## config.mk

```make
export PLATFORM = sky130hd
export DESIGN_NAME = sdp_ram_ctrl_flat
export DESIGN_NICKNAME = d
export VERILOG_FILES = /design/src/rtl/sdp_ram_ctrl_if.sv /design/src/rtl/sdp_ram_ctrl.sv /design/src/flat_wrapper.sv
export SDC_FILE = /design/constraint.sdc
export NUM_CORES = 1
export LEC_CHECK = 0
export ABC_AREA = 1
export CAP_MARGIN = 30
export CORE_ASPECT_RATIO = 1.4
export CORE_MARGIN = 2
export CORE_UTILIZATION = 40
export DETAILED_ROUTE_END_ITERATION = 7
export PLACE_DENSITY = 0.59
export SLEW_MARGIN = 20
export SYNTH_ARGS = -nofsm -noshare
export SYNTH_HDL_FRONTEND = slang
export SYNTH_SLANG_ARGS = --single-unit
```

## constraint.sdc

```tcl
create_clock -name w_clk -period 2.33 [get_ports w_clk]
set_input_delay 0.3495 -clock w_clk [delete_from_list [all_inputs] [get_ports w_clk]]
set_output_delay 0.3495 -clock w_clk [all_outputs]
set_load 0.005 [all_outputs]
```

## src/rtl/sdp_ram_ctrl_if.sv

```systemverilog
// rtl/sdp_ram_ctrl_if.sv - write/read/clear port bundle for sdp_ram_ctrl
interface sdp_ram_ctrl_if #(
    parameter int DATA_WIDTH = 32,
    parameter int ADDR_WIDTH = 4
) ();
    logic                      wr_en;
    logic [ADDR_WIDTH-1:0]     wr_addr;
    logic [DATA_WIDTH-1:0]     wr_data;
    logic [DATA_WIDTH/8-1:0]   wr_be;
    logic                      rd_en;
    logic [ADDR_WIDTH-1:0]     rd_addr;
    logic [DATA_WIDTH-1:0]     rd_data;
    logic                      rd_valid;
    logic                      clr_start;
    logic                      clr_busy;

    modport master (
        output wr_en, wr_addr, wr_data, wr_be, rd_en, rd_addr, clr_start,
        input  rd_data, rd_valid, clr_busy
    );

    modport slave (
        input  wr_en, wr_addr, wr_data, wr_be, rd_en, rd_addr, clr_start,
        output rd_data, rd_valid, clr_busy
    );
endinterface

```

## src/rtl/sdp_ram_ctrl.sv

```systemverilog
// rtl/sdp_ram_ctrl.sv - simple dual-port RAM with byte enables, gated reads and clear sequencer
module sdp_ram_ctrl #(
    parameter int DATA_WIDTH = 32,
    parameter int ADDR_WIDTH = 4,
    parameter int DEPTH      = 16,
    parameter int RD_LATENCY = 1,
    parameter int BYPASS     = 1,
    parameter int CLR_ON_RST = 1
) (
    input  logic           w_clk,
    input  logic           w_rst,
    sdp_ram_ctrl_if.slave  bus
);
    localparam int                    NLANES   = DATA_WIDTH / 8;
    localparam logic [31:0]           DEPTH_W  = DEPTH;
    localparam logic [ADDR_WIDTH-1:0] LAST_PTR = ADDR_WIDTH'(DEPTH - 1);

    if (RD_LATENCY != 1 && RD_LATENCY != 2) begin : g_bad_latency
        $error("sdp_ram_ctrl: RD_LATENCY must be 1 or 2");
    end
    if (DATA_WIDTH % 8 != 0) begin : g_bad_width
        $error("sdp_ram_ctrl: DATA_WIDTH must be a multiple of 8");
    end
    if (DEPTH > 2 ** ADDR_WIDTH) begin : g_bad_depth
        $error("sdp_ram_ctrl: DEPTH exceeds address space");
    end

    typedef enum logic {IDLE, CLEAR} state_t;

    state_t                  state_q, state_d;
    logic                    init_q;
    logic [ADDR_WIDTH-1:0]   clr_ptr_q, clr_ptr_d;
    logic                    busy;
    logic                    wr_ok;
    logic                    rd_ok;
    logic                    rd_in_range;
    logic [DATA_WIDTH-1:0]   rd_word;
    logic [DATA_WIDTH-1:0]   rd_data1_q;
    logic                    rd_valid1_q;
    logic [DATA_WIDTH-1:0]   mem [DEPTH];

    assign busy         = (state_q == CLEAR);
    assign bus.clr_busy = busy;
    assign wr_ok        = bus.wr_en && !busy && (32'(bus.wr_addr) < DEPTH_W);
    assign rd_ok        = bus.rd_en && !busy;
    assign rd_in_range  = (32'(bus.rd_addr) < DEPTH_W);

    // init_q marks the first edge after reset release for the auto-clear
    always_ff @(posedge w_clk or posedge w_rst) begin
        if (w_rst) begin
            state_q   <= IDLE;
            clr_ptr_q <= '0;
            init_q    <= 1'b1;
        end else begin
            state_q   <= state_d;
            clr_ptr_q <= clr_ptr_d;
            init_q    <= 1'b0;
        end
    end

    always_comb begin
        state_d   = state_q;
        clr_ptr_d = clr_ptr_q;
        case (state_q)
            IDLE: begin
                if ((init_q && (CLR_ON_RST != 0)) || bus.clr_start) begin
                    state_d   = CLEAR;
                    clr_ptr_d = '0;
                end
            end
            CLEAR: begin
                clr_ptr_d = clr_ptr_q + 1'b1;
                if (clr_ptr_q == LAST_PTR) begin
                    state_d = IDLE;
                end
            end
            default: state_d = IDLE;
        endcase
    end

    // Storage is never reset; only the sweep or a lane write changes it
    always_ff @(posedge w_clk) begin
        if (!w_rst) begin
            if (busy) begin
                mem[clr_ptr_q] <= '0;
            end else if (wr_ok) begin
                for (int i = 0; i < NLANES; i++) begin
                    if (bus.wr_be[i]) begin
                        mem[bus.wr_addr][8*i +: 8] <= bus.wr_data[8*i +: 8];
                    end
                end
            end
        end
    end

    always_comb begin
        rd_word = '0;
        if (rd_in_range) begin
            rd_word = mem[bus.rd_addr];
        end
        if ((BYPASS != 0) && wr_ok && (bus.wr_addr == bus.rd_addr)) begin
            for (int i = 0; i < NLANES; i++) begin
                if (bus.wr_be[i]) begin
                    rd_word[8*i +: 8] = bus.wr_data[8*i +: 8];
                end
            end
        end
    end

    always_ff @(posedge w_clk or posedge w_rst) begin
        if (w_rst) begin
            rd_data1_q  <= '0;
            rd_valid1_q <= 1'b0;
        end else begin
            rd_valid1_q <= rd_ok;
            if (rd_ok) begin
                rd_data1_q <= rd_word;
            end
        end
    end

    if (RD_LATENCY == 2) begin : g_lat2
        logic [DATA_WIDTH-1:0] rd_data2_q;
        logic                  rd_valid2_q;

        always_ff @(posedge w_clk or posedge w_rst) begin
            if (w_rst) begin
                rd_data2_q  <= '0;
                rd_valid2_q <= 1'b0;
            end else begin
                rd_valid2_q <= rd_valid1_q;
                if (rd_valid1_q) begin
                    rd_data2_q <= rd_data1_q;
                end
            end
        end

        assign bus.rd_data  = rd_data2_q;
        assign bus.rd_valid = rd_valid2_q;
    end else begin : g_lat1
        assign bus.rd_data  = rd_data1_q;
        assign bus.rd_valid = rd_valid1_q;
    end
endmodule
```

## src/flat_wrapper.sv

```systemverilog
// flat-port wrapper written by rule: the top's interface ports become plain ports
module sdp_ram_ctrl_flat 
#(
    parameter int DATA_WIDTH = 32,
    parameter int ADDR_WIDTH = 4,
    parameter int DEPTH      = 16,
    parameter int RD_LATENCY = 1,
    parameter int BYPASS     = 1,
    parameter int CLR_ON_RST = 1
)
  (w_clk, w_rst, bus_wr_en, bus_wr_addr, bus_wr_data, bus_wr_be, bus_rd_en, bus_rd_addr, bus_clr_start, bus_rd_data, bus_rd_valid, bus_clr_busy);
  sdp_ram_ctrl_if #(.DATA_WIDTH(DATA_WIDTH), .ADDR_WIDTH(ADDR_WIDTH)) bus_i ();
  input  logic w_clk;
  input  logic w_rst;
  input wire logic [$bits(bus_i.wr_en)-1:0] bus_wr_en;
  input wire logic [$bits(bus_i.wr_addr)-1:0] bus_wr_addr;
  input wire logic [$bits(bus_i.wr_data)-1:0] bus_wr_data;
  input wire logic [$bits(bus_i.wr_be)-1:0] bus_wr_be;
  input wire logic [$bits(bus_i.rd_en)-1:0] bus_rd_en;
  input wire logic [$bits(bus_i.rd_addr)-1:0] bus_rd_addr;
  input wire logic [$bits(bus_i.clr_start)-1:0] bus_clr_start;
  output wire logic [$bits(bus_i.rd_data)-1:0] bus_rd_data;
  output wire logic [$bits(bus_i.rd_valid)-1:0] bus_rd_valid;
  output wire logic [$bits(bus_i.clr_busy)-1:0] bus_clr_busy;
  assign bus_i.wr_en = bus_wr_en;
  assign bus_i.wr_addr = bus_wr_addr;
  assign bus_i.wr_data = bus_wr_data;
  assign bus_i.wr_be = bus_wr_be;
  assign bus_i.rd_en = bus_rd_en;
  assign bus_i.rd_addr = bus_rd_addr;
  assign bus_i.clr_start = bus_clr_start;
  assign bus_rd_data = bus_i.rd_data;
  assign bus_rd_valid = bus_i.rd_valid;
  assign bus_clr_busy = bus_i.clr_busy;
  sdp_ram_ctrl #(.DATA_WIDTH(DATA_WIDTH), .ADDR_WIDTH(ADDR_WIDTH), .DEPTH(DEPTH), .RD_LATENCY(RD_LATENCY), .BYPASS(BYPASS), .CLR_ON_RST(CLR_ON_RST)) u_core (.w_clk(w_clk), .w_rst(w_rst), .bus(bus_i));
endmodule
```

Word level (Yosys, flattened, before mapping)
Memories as Yosys holds them, arrays and structs flattened.
Index checks and enable logic that the tools add are counted.
W data, S select, Z words.
{ "totals": {"output_inout_bits": 34, "ram_bits": 512, "memories": 1, "ff_bits": 39} }
{ "op_classes": {"addsub": 1, "eq_ne": 3, "reduce_logical": 6, "bitwise": 1, "muxes": 36} }
{ "memory_table": {"columns": ["name", "depth", "word_bits", "rd", "rd_clocked_by_memory_dff", "wr", "line_no", "text"], "rows": [
  ["u_core.mem", 16, 32, 1, 0, 1, "sdp_ram_ctrl.sv:40", "logic [DATA_WIDTH-1:0] mem [DEPTH];"]
]} }
{ "ops": {"columns": ["op", "n"], "rows": [
  ["$mux W32", 2],
  ["$mux W8", 4],
  ["$reduce_or A32 Y1", 1],
  ["$mux W1", 25],
  ["$mux W4", 3],
  ["$pmux W4 S2", 1],
  ["$add A4 B1 Y4 const B", 1],
  ["$eq A4 B4 Y1", 1],
  ["$eq A4 B4 Y1 const B", 1],
  ["$logic_and A1 B1 Y1", 3],
  ["$ne A2 B1 Y1 const B", 1],
  ["$pmux W1 S2", 1],
  ["$logic_not A1 Y1", 1],
  ["$logic_or A1 B1 Y1", 1],
  ["$not A1 Y1", 1]
]} }

Depth between registers and ports, before layout
{ "depth": {"ltp_word": 8, "depth_mapped": 12, "mapped_depth_nobuf": 9} }

Worst setup path after synthesis
Ideal clock, no wire load.
{ "synth_path": {"path_kind": "input -> register", "from": "input port w_rst", "to": "memory u_core.mem[13][24], enable pin", "setup_ns": 0.370, "slack_ns": -0.063, "path_buffers": 0, "stages": 7, "arrival_ns": 2.023, "cell_sequence": "inv_2 > o211ai_4 > nand3b_1 > nand2_1 > nor2_4 > nand2_2 > nor2_1"} }
{ "synth_between": {"elab_chain_len": 4, "word_cells_on_any_way": 13} }
{ "synth_rtl": {"columns": ["element", "line_no", "text"], "rows": [
  ["start, declared", "flat_wrapper.sv:14", "input logic w_rst;"],
  ["$mux W1", "sdp_ram_ctrl.sv:83", "if (!w_rst) begin"],
  ["$mux W1 (implied by the code)", "sdp_ram_ctrl.sv:89", "mem[bus.wr_addr][8*i +: 8] <= bus.wr_data[8*i +: 8];"],
  ["$reduce_or A32 Y1 (no line)", null, null],
  ["$mux W4 (no line)", null, null],
  ["end, declared", "sdp_ram_ctrl.sv:40", null]
]} }
Several ways; a longest one is shown, not always the timed one.

Worst setup path after layout
{ "layout_path": {"from": "register u_core.state_q (netlist: u_core.bus.clr_busy)", "to": "memory u_core.mem[7][30], enable pin"} }
{ "layout_between": {"elab_chain_len": 8, "word_cells_on_any_way": 24} }
{ "layout_rtl": {"columns": ["element", "line_no", "text"], "rows": [
  ["start, declared", "sdp_ram_ctrl.sv:30", "state_t state_q, state_d;"],
  ["start signal, assigned", "sdp_ram_ctrl.sv:55", "state_q <= state_d;"],
  ["$logic_not A1 Y1", "sdp_ram_ctrl.sv:44", "assign wr_ok = bus.wr_en && !busy && (32'(bus.wr_addr) < DEPTH_W);"],
  ["$logic_and A1 B1 Y1", "sdp_ram_ctrl.sv:44", null],
  ["$mux W1", "sdp_ram_ctrl.sv:86", "end else if (wr_ok) begin"],
  ["$mux W1", "sdp_ram_ctrl.sv:84", "if (busy) begin"],
  ["$mux W1", "sdp_ram_ctrl.sv:83", null],
  ["$mux W1 (implied by the code)", "sdp_ram_ctrl.sv:89", null],
  ["$reduce_or A32 Y1 (no line)", null, null],
  ["$mux W4 (no line)", null, null]
]} }
Several ways; a longest one is shown, not always the timed one.

==> metrics.cfg <==
[pwr]
total_power_mw = 25.9
power.leakage_nw = 12.5
vdd_drop_max_mv = 0.548
power_density_nw_per_um2 = 887

[job]
drv_cap = 0

[placed_design]
io_buffers = 82
dp.final_hpwl_microns = 45800
place.gp.congestion = 0.877
postPlaceCellArea_sq_um = 27500

[critical_path]
r2r-end = u_core.mem[7][30]
rrSetupSlack_ns = 0.16
worstReg2RegStart = u_core.bus.clr_busy
endpoint_kind = flip-flop
crit_slowest_cell = dfrtp_1
slowest_delay_ns = 0.40
worstPathRequired_ns = 2.62
endpoint = u_core.mem[7][30]
cp_cell_sequence = nor2_4, o211ai_4, nand3_1, nand2_1, nor2_4, nand2_2, nor2_1, buf_4
worstSetupPathType = reg -> reg
r2r_cells = 8
crit_path_start_kind = flip-flop
worst_ep_arrival_time_ns = 2.46
critPathMostFrequentCell = nor2_4
crit_fanout = 9
crit_start = u_core.bus.clr_busy

[yosys]
synth_top_area_cell = edfxtp_1
synth_top_area_share_pct = 62.9
synth_compound_area_share_pct = 1.06
ys_seq_area_share_pct = 66.9
synth_area_leaders = edfxtp_1 63%, nand2_1 12%, nand3_1 7.4%
syn-cell-area_sq_um = 24500
synthAdderAreaFrac_pct = 0.0512
synth_top_family_by_area = simple AND/OR/NAND/NOR gates
synth_nets = 2499
syn_area_per_cell_sq_um = 9.99
synth_cells = 2449
synthMuxAreaShare_pct = 0
yosys.area_share.xor_xnor_pct = 0.0716
synth_warnings = 0
synth_seq_cells = 551
synth-simple-area-share_pct = 24.2
yosysUniqueCellTypes = 29

[hold_path]
hold_class = in -> async

[sta]
tightest_slew_ns = 0.546
period_share_pct = 93.2
setup_violations = 0
rsz0062_at_grt = false
fmax_mhz = 460
setup_tns_ns = 0
drv_slew = 0
hold_viol_final = 0
fin_crit_ns = 2.17
fin_worst_skew_ns = 0.0196
worst_slew_margin_rel_pct = 63.5

[cts]
cts_resized = 0
cts_hold_buffers = 0
clock_path_buffers = 3
htree_levels = 2
cts_root_buffer = clkbuf_16
cts_setup_buffers = 0
clk_pin_slew_worst_paths_ns = 0.06
cts_tree = done
cts_sinks = 551
cts_buffers = 53
clk_latency_ns = 0.60

[route]
firstDrtPassIters = 6
drt-initial-drc-count = 1430
wl_per_cell_microns = 19.7
ant_nets = 0
drc = 0
vias = 17500
detail_route.vias_per_cell = 5.04
totalWireLength_microns = 68500

[die]
num_rows = 107
start_util_pct = 40.3
core-area_sq_um = 60600
io_pins = 83
design.die.area_sq_um = 63200
chipWidth_microns = 213
fp.dieH_microns = 297

[layout]
final_cell_area_sq_um = 29200
num_antenna_cells = 0
drive_gt1_share_pct = 10.8
layout.nets = 2666
synthToLayoutAreaGrowth_pct = 19.2

[global_route]
grt_max_degree = 97
grt_pass1_vias = 17400
grt_pass1_wl_microns = 102000
antenna_found_initial = 0
overflow = 0
grt_usage_pct = 21.9

[status]
status = finished clean

## kinds of logic after synthesis
group / count (synthesis)
AND/OR/NAND/NOR: 1385
flip-flops: 551
buffers and inverters: 466
AO/OA/AOI/OAI: 43
XOR/XNOR: 2
adder cells (fa/ha/maj): 1
other: 1
## cell usage in the layout, fill, tap and decap left out, drive strengths merged
cell / Yosys / layout
inv: 338 / 340
conb: 1 / 1
clkinv: 0 / 20
nand2: 813 / 813
buf: 97 / 161
clkdlybuf4s50: 0 / 78
nor3: 1 / 1
ha: 1 / 1
bufinv: 0 / 4
a31oi: 5 / 5
o22ai: 1 / 1
clkinvlp: 0 / 9
clkbuf: 31 / 63
nand3: 365 / 365
nand3b: 1 / 1
nor2: 173 / 173
dfrtp: 38 / 38
edfxtp: 512 / 512
nand4: 32 / 32
o21ai: 34 / 34
xor2: 2 / 2
o32ai: 1 / 1
o211ai: 2 / 2
dfstp: 1 / 1
## stage by stage
step,setup WS (ns),utilization [%],hold slack (ns),instances
finish,0.158,48.1,0.221,3475
global route,0.0472,48.1,0.225,3475
floorplan,0.206,-,0.254,2449
detailed placement,-0.387,45.3,0.464,3378
CTS,0.171,48.1,0.194,3475
global placement,-0.381,45.3,0.462,3378
## power by group
group / internal (mW) / switching (mW) / total, mW
Sequential: 12.2 / 0.424 / 12.6
Combinational: 1.77 / 3.07 / 4.83
Clock: 4.76 / 3.66 / 8.42
## cell type report
| type | instances | area (sq um) |
|---|---|---|
| clock inverter | 35 | 302 |
| tap | 817 | 1020 |
| inverter | 338 | 1280 |
| clock buffer | 62 | 1400 |
| sequential | 551 | 16400 |
| timing repair buffer | 240 | 2590 |
| multi-input combinational | 1432 | 6210 |
| fill | 5490 | 31500 |
## state kept, by name, summed over array words and instances, names as in the netlist
register             count
u_core.bus.rd_valid      1
u_core.clr_ptr_q         4
u_core.init_q            1
u_core.bus.clr_busy      1
u_core.mem             512
u_core.bus.rd_data      32
## how the worst min path moves through the flow
| stage | cells after the start | from | end |
|---|---|---|---|
| global route | 3 | w_rst | u_core.bus.rd_valid |
| floorplan | 1 | w_rst | u_core.bus.clr_busy |
| detailed placement | 2 | u_core.bus.rd_data[23] | u_core.bus.rd_data[23] |
| global placement | 2 | u_core.bus.rd_data[23] | u_core.bus.rd_data[23] |
| finish | 3 | w_rst | u_core.bus.rd_valid |
| CTS | 3 | w_rst | u_core.bus.rd_valid |
## critical path, delay by kind of cell, from the launching register on
family	cells	cell delay (ns)
and+or+nand+nor	6	1.08
DFF	1	0.40
AOI/OAI and AO/OA	1	0.19
buffers and inverters	1	0.18
## metal layers
metal	vias to the layer above	routed length [microns]	track usage [%]
met5	-	0	0
met4	0	2770	9.02
met3	139	4510	2.59
met2	720	33000	36.8
met1	8374	28200	28.9
li1	8289	-	-
## cell usage after synthesis
library cell	n
nand2_1	791
edfxtp_1	512
nand3_1	360
inv_1	334
nor2_1	162
buf_2	63
dfrtp_1	38
o21ai_0	34
nand4_1	32
clkbuf_1	31
buf_1	22
nand2_2	21
nor2_4	10
buf_4	7
a31oi_1	5
buf_6	5
nand3_2	5
inv_2	4
o211ai_4	2
xor2_1	2
conb_1	1
dfstp_2	1
ha_1	1
nand2_4	1
nand3b_1	1
nor2_8	1
nor3_1	1
o22ai_1	1
o32ai_1	1
Power figures use the tool's default switching activity.
